### config.mk
export PLATFORM = sky130hd
export DESIGN_NAME = stdp_depress_ctrl_flat
export DESIGN_NICKNAME = d
export VERILOG_FILES = /design/src/rtl/stdp_depress_ctrl_if.sv /design/src/rtl/stdp_depress_ctrl.sv /design/src/flat_wrapper.sv
export SDC_FILE = /design/constraint.sdc
export NUM_CORES = 1
export LEC_CHECK = 0
export ABC_AREA = 1
export CORE_MARGIN = 4
export CORE_UTILIZATION = 50
export CTS_CLUSTER_DIAMETER = 40
export DETAILED_ROUTE_END_ITERATION = 12
export HOLD_SLACK_MARGIN = 0.1
export PLACE_DENSITY_LB_ADDON = 0.15
export SYNTH_ARGS = -nofsm -noshare
export SYNTH_HDL_FRONTEND = slang
export SYNTH_SLANG_ARGS = --single-unit
### constraint.sdc
create_clock -name clk -period 4 [get_ports clk]
set_input_delay 0.8 -clock clk [delete_from_list [all_inputs] [get_ports clk]]
set_output_delay 0.8 -clock clk [all_outputs]
set_load 0.005 [all_outputs]
### src/rtl/stdp_depress_ctrl_if.sv
// Request/response bus between the depression controller and its registered dt lookup table.
interface stdp_depress_ctrl_if #(
   parameter int unsigned WW = 24
);
   logic [7:0]    lut_addr;
   logic [WW-1:0] lut_data;

   modport master (output lut_addr, input  lut_data);
   modport slave  (input  lut_addr, output lut_data);
endinterface

### src/rtl/stdp_depress_ctrl.sv
// STDP depression controller: times post->pre interval, looks up the depression
// magnitude and subtracts it from the synaptic weight, saturating at zero.
module stdp_depress_ctrl #(
   parameter int unsigned WW     = 24,
   parameter int unsigned DT_MIN = 2,
   parameter int unsigned DT_MAX = 20
) (
   input  logic                  clk,
   input  logic                  rst,
   input  logic                  tick,
   input  logic                  post_spike,
   input  logic                  pre_spike,
   input  logic                  w_load,
   input  logic [WW-1:0]         w_in,
   stdp_depress_ctrl_if.master   lut,
   output logic [WW-1:0]         weight,
   output logic                  busy,
   output logic                  upd_done,
   output logic [7:0]            drop_cnt
);

   typedef enum logic [1:0] {
      IDLE = 2'd0,
      REQ  = 2'd1,
      CAP  = 2'd2
   } state_t;

   state_t        state, state_nxt;
   logic [7:0]    age, age_nxt;
   logic          post_seen, post_seen_nxt;
   logic [WW-1:0] weight_nxt;
   logic [7:0]    lut_addr_nxt;
   logic          busy_nxt;
   logic          upd_done_nxt;
   logic [7:0]    drop_cnt_nxt;
   logic          in_window_c;
   logic          launch_c;

   assign in_window_c = (age >= 8'(DT_MIN)) && (age <= 8'(DT_MAX));
   assign launch_c    = pre_spike && post_seen && !post_spike && in_window_c;

   // State and registered outputs
   always_ff @(posedge clk or negedge rst) begin
      if (!rst) begin
         state        <= IDLE;
         age          <= '0;
         post_seen    <= 1'b0;
         weight       <= '0;
         lut.lut_addr <= '0;
         busy         <= 1'b0;
         upd_done     <= 1'b0;
         drop_cnt     <= '0;
      end else begin
         state        <= state_nxt;
         age          <= age_nxt;
         post_seen    <= post_seen_nxt;
         weight       <= weight_nxt;
         lut.lut_addr <= lut_addr_nxt;
         busy         <= busy_nxt;
         upd_done     <= upd_done_nxt;
         drop_cnt     <= drop_cnt_nxt;
      end
   end

   // Next-state and output logic
   always_comb begin
      state_nxt     = state;
      age_nxt       = age;
      post_seen_nxt = post_seen;
      weight_nxt    = weight;
      lut_addr_nxt  = lut.lut_addr;
      upd_done_nxt  = 1'b0;
      drop_cnt_nxt  = drop_cnt;

      // Age tracking runs independently of the update FSM
      if (post_spike) begin
         age_nxt       = '0;
         post_seen_nxt = 1'b1;
      end else if (tick && (age != 8'hFF)) begin
         age_nxt = age + 8'd1;
      end

      if (w_load) begin
         weight_nxt = w_in;
         state_nxt  = IDLE;
      end else begin
         case (state)
            IDLE: begin
               if (launch_c) begin
                  lut_addr_nxt = age;
                  state_nxt    = REQ;
               end
            end
            REQ: begin
               if (pre_spike && (drop_cnt != 8'hFF)) drop_cnt_nxt = drop_cnt + 8'd1;
               state_nxt = CAP;
            end
            CAP: begin
               if (pre_spike && (drop_cnt != 8'hFF)) drop_cnt_nxt = drop_cnt + 8'd1;
               weight_nxt   = (weight >= lut.lut_data) ? (weight - lut.lut_data) : '0;
               upd_done_nxt = 1'b1;
               state_nxt    = IDLE;
            end
            default: state_nxt = IDLE;
         endcase
      end

      busy_nxt = (state_nxt != IDLE);
   end

endmodule

### src/flat_wrapper.sv
// flat-port wrapper written by rule: the top's interface ports become plain ports
module stdp_depress_ctrl_flat 
#(
   parameter int unsigned WW     = 24,
   parameter int unsigned DT_MIN = 2,
   parameter int unsigned DT_MAX = 20
)
  (clk, rst, tick, post_spike, pre_spike, w_load, w_in, weight, busy, upd_done, drop_cnt, lut_lut_addr, lut_lut_data);
  stdp_depress_ctrl_if #(.WW(WW)) lut_i ();
  input  logic clk;
  input  logic rst;
  input  logic tick;
  input  logic post_spike;
  input  logic pre_spike;
  input  logic w_load;
  input  logic [WW-1:0] w_in;
  output logic [WW-1:0] weight;
  output logic busy;
  output logic upd_done;
  output logic [7:0] drop_cnt;
  output wire logic [$bits(lut_i.lut_addr)-1:0] lut_lut_addr;
  input wire logic [$bits(lut_i.lut_data)-1:0] lut_lut_data;
  assign lut_lut_addr = lut_i.lut_addr;
  assign lut_i.lut_data = lut_lut_data;
  stdp_depress_ctrl #(.WW(WW), .DT_MIN(DT_MIN), .DT_MAX(DT_MAX)) u_core (.clk(clk), .rst(rst), .tick(tick), .post_spike(post_spike), .pre_spike(pre_spike), .w_load(w_load), .w_in(w_in), .lut(lut_i), .weight(weight), .busy(busy), .upd_done(upd_done), .drop_cnt(drop_cnt));
endmodule
==> results_dict.tcl <==
set metrics [dict create \
    arrival_ns 3.05 \
    fmax_mhz 351.2 \
    port-buffer-count 95 \
    cts_inserted_buffers 5 \
    tightest_slew_ns 0.7250 \
    htree_levels 2 \
    ios 96 \
    finalWeightedCongestion 0.8909 \
    syn2layout_area_growth_pct 28.13 \
    wire_per_inst_um 13.61 \
    synth_fp_nets 691 \
    viasPerCell 4.995 \
    crit_path_end_kind "flip-flop" \
    synthTopCellsByCount "183 x nand2_1, 129 x inv_1, 53 x dfrtp_1, 49 x nor2_1, 30 x ha_1" \
    period_needed_ns 2.847 \
    insertion_delay_ns 0.31 \
    num_rows 32 \
    antenna_left 0 \
    async_flop_share_pct 100.0 \
    synth_flop_cell "dfrtp_1" \
    cp_cell_sequence "clkdlybuf4s50_1, ha_1, inv_1, fa_1, nand2_1, nand2_1, nand3_1, nand2_2, nand2_2, nand4_4, nand2_4, inv_1, nand2_1, nand2_1" \
    hold_slack_ns 0.4704 \
    finalCritPeriodShare_pct 71.18 \
    die_w_um 99.15 \
    drt_iter0_markers 129 \
    syn_avg_cell_area_um2 6.855 \
    ir_drop_mv 0.2860 \
    firstDrtPassIters 4 \
    required_ns 4.20 \
    yosysMostFrequentCell "nand2_1" \
    yosysTopAreaCell "dfrtp_1" \
    place_worst_setup_slack_ns 0.8264 \
    grt_pass1_wl_um 18490 \
    dpl_cell_area_um2 5215 \
    tns_ns 0 \
    synth_edf_count 0 \
    clockRootBuffer "clkbuf_8" \
    wirelength_um 10970 \
    post_route_cells_drive_above_1_share_pct 5.540 \
    ctsResizeCount 0 \
    slew_viol_final 0 \
    cts.path.max_buffers 2 \
    hold_violations 0 \
    critPathTopFamily "simple AND/OR/NAND/NOR gates" \
    power_per_cell_area_nw_per_um2 315.1 \
    grt_max_degree 31 \
    grt_usage_pct 22.90 \
    path_common_cell "nand2_1" \
    die-area_um2 9831 \
    cp_num_buf_inv 3 \
    yosysUniqueCellTypes 30 \
    path_class "primary input to flip-flop" \
    p_leak_uw 0.002805 \
    via_count 4026 \
    status "complete, no violations" \
    final_cells 806 \
    hold_class "flip-flop to flip-flop" \
    gr-total-overflow 0 \
    ctsHoldBuffers 0 \
    relSlewSlack_pct 51.67 \
    netlist_instances 606 \
    setup_ws_ns 1.153 \
    fin_nets 789 \
    max_stage_delay_ns 0.46 \
    cts_tree "built" \
    dpl.hpwl_um 8824 \
    numClockSinks 53 \
    grt_setup_unrepaired "false" \
    antenna_cells 0 \
    dieHeight_um 99.15 \
    start_util_pct 52.66 \
    dp_cells 799 \
    critPathLaunchType "primary input" \
    synth_area_um2 4154 \
    synth-seq-cells 53 \
    coreArea_um2 7888 \
    slowest_stage "clkdlybuf4s50_1" \
    post_cts_buffers 0 \
    critical_path.max_fanout 17 \
    clk_pin_slew_ns 0.10 \
    route.detailed.drc 0 \
    ys_top_cells_by_area "dfrtp_1 32%, nand2_1 17%, inv_1 12%, ha_1 9.0%, nor2_1 4.4%" \
    fin_area_um2 5323 \
    synth_top_cell_area_share_pct 31.93 \
    yosysSeqAreaShare_pct 31.93 \
    grt_pass1_vias 4072 \
    synth_warnings 0 \
    drv_cap 0 \
    antenna_found_initial 0 \
    setup_violations 0 \
    finalClockSkew_ns 0.006285 \
]
path summary, 6_finish.rpt:
check | endpoint | startpoint | slack (ns) | depth (start not counted)
worst max-delay path | u_core.weight[17] | lut_lut_data[0] | 1.15 | 14
worst min-delay path | u_core.post_seen | u_core.post_seen | 0.47 | 2
worst max register to register | u_core.weight[17] | u_core.weight[0] | 1.65 | 14
worst min register to register | u_core.post_seen | u_core.post_seen | 0.47 | 2
max in group asynchronous | u_core.post_seen | rst | 2.67 | 2
min in group asynchronous | u_core.weight[10] | rst | 0.54 | 1
per-layer routing:
metal | global-route usage, % | wire, µm | part of all wire (%) | vias to the layer above
met2 | 40.65 | 5489 | 50 | 101
met5 | 0 | 0 | 0 | -
met1 | 27.96 | 4649 | 42 | 1835
met4 | 6.197 | 148 | 1.3 | 0
met3 | 5.049 | 683 | 6.2 | 14
li1 | - | - | - | 2076
cells in the final DEF, fill, tap and decap left out:
| cell type | synthesis | final |
|---|---|---|
| and2_1 | 2 | 2 |
| inv_6 | 0 | 1 |
| o21ai_0 | 18 | 18 |
| nand2_2 | 8 | 8 |
| nand2_4 | 1 | 1 |
| clkbuf_8 | 0 | 5 |
| dfrtp_1 | 53 | 53 |
| ha_1 | 30 | 30 |
| nor2_2 | 2 | 2 |
| nand2_1 | 183 | 183 |
| nand4_4 | 1 | 1 |
| a21oi_1 | 21 | 21 |
| xor2_1 | 7 | 7 |
| buf_4 | 0 | 3 |
| buf_2 | 1 | 1 |
| fa_1 | 1 | 1 |
| inv_1 | 129 | 129 |
| or2_2 | 2 | 2 |
| mux2_2 | 1 | 1 |
| a21boi_2 | 1 | 1 |
| a22oi_1 | 24 | 24 |
| nand4_1 | 14 | 14 |
| nand3b_1 | 2 | 2 |
| clkdlybuf4s50_1 | 0 | 94 |
| nor3_1 | 4 | 4 |
| bufinv_16 | 0 | 1 |
| nor2_1 | 49 | 49 |
| nand3_1 | 17 | 17 |
| nor2_4 | 2 | 2 |
| o21ai_2 | 10 | 10 |
| a211oi_1 | 1 | 1 |
| nor4_1 | 1 | 1 |
| xnor2_1 | 15 | 15 |
report_power, final:
| part | total [µW] | switching (µW) | internal [µW] | leakage, µW |
|---|---|---|---|---|
| sequential | 640 | 49.4 | 591 | 0.000677 |
| clock | 373 | 188 | 186 | 0.0000546 |
| combinational | 664 | 349 | 314 | 0.00207 |
final cells by class:
cell class	instances	area [µm²]
clock inverter	2	38.79
fill	737	2565
inverter	129	484.2
timing repair buffer	98	968.4
multi-input combinational	417	2308
sequential	53	1326
tap	102	127.6
clock buffer	5	68.82
cell families (layout without fill, tap and decap cells):
group / after synthesis / after routing / synth area share [%]
AO/OA/AOI/OAI: 75 / 75 / 11.60
multiplexers: 1 / 1 / 0.2711
XOR/XNOR: 22 / 22 / 4.639
buffers and inverters: 136 / 234 / 12.50
adder cells (fa/ha/maj): 31 / 31 / 9.518
flip-flops: 53 / 53 / 31.93
AND/OR/NAND/NOR: 288 / 288 / 29.55
sequential cells by signal (all words and copies together) (netlist names):
register             count
u_core.busy              1
u_core.lut.lut_addr      8
u_core.upd_done          1
u_core.weight           24
u_core.state             2
u_core.post_seen         1
u_core.drop_cnt          8
u_core.age               8
worst register-to-register path: cells and delay by family, from the launching register on:
kind | cells | cell delay [ns]
flops | 1 | 0.41
buf+inv | 3 | 0.28
fa+ha+maj | 2 | 0.56
simple gates | 9 | 1.01
per-stage QoR:
stage / total power (µW) / utilization [%]
2_1_floorplan: 1040 / -
3_3_place_gp: 1304 / 66.12
3_5_place_dp: 1314 / 66.12
4_1_cts: 1693 / 67.48
5_1_grt: 1805 / 67.48
6_report: 1677 / 67.48
(Power assumes the default switching activity.)
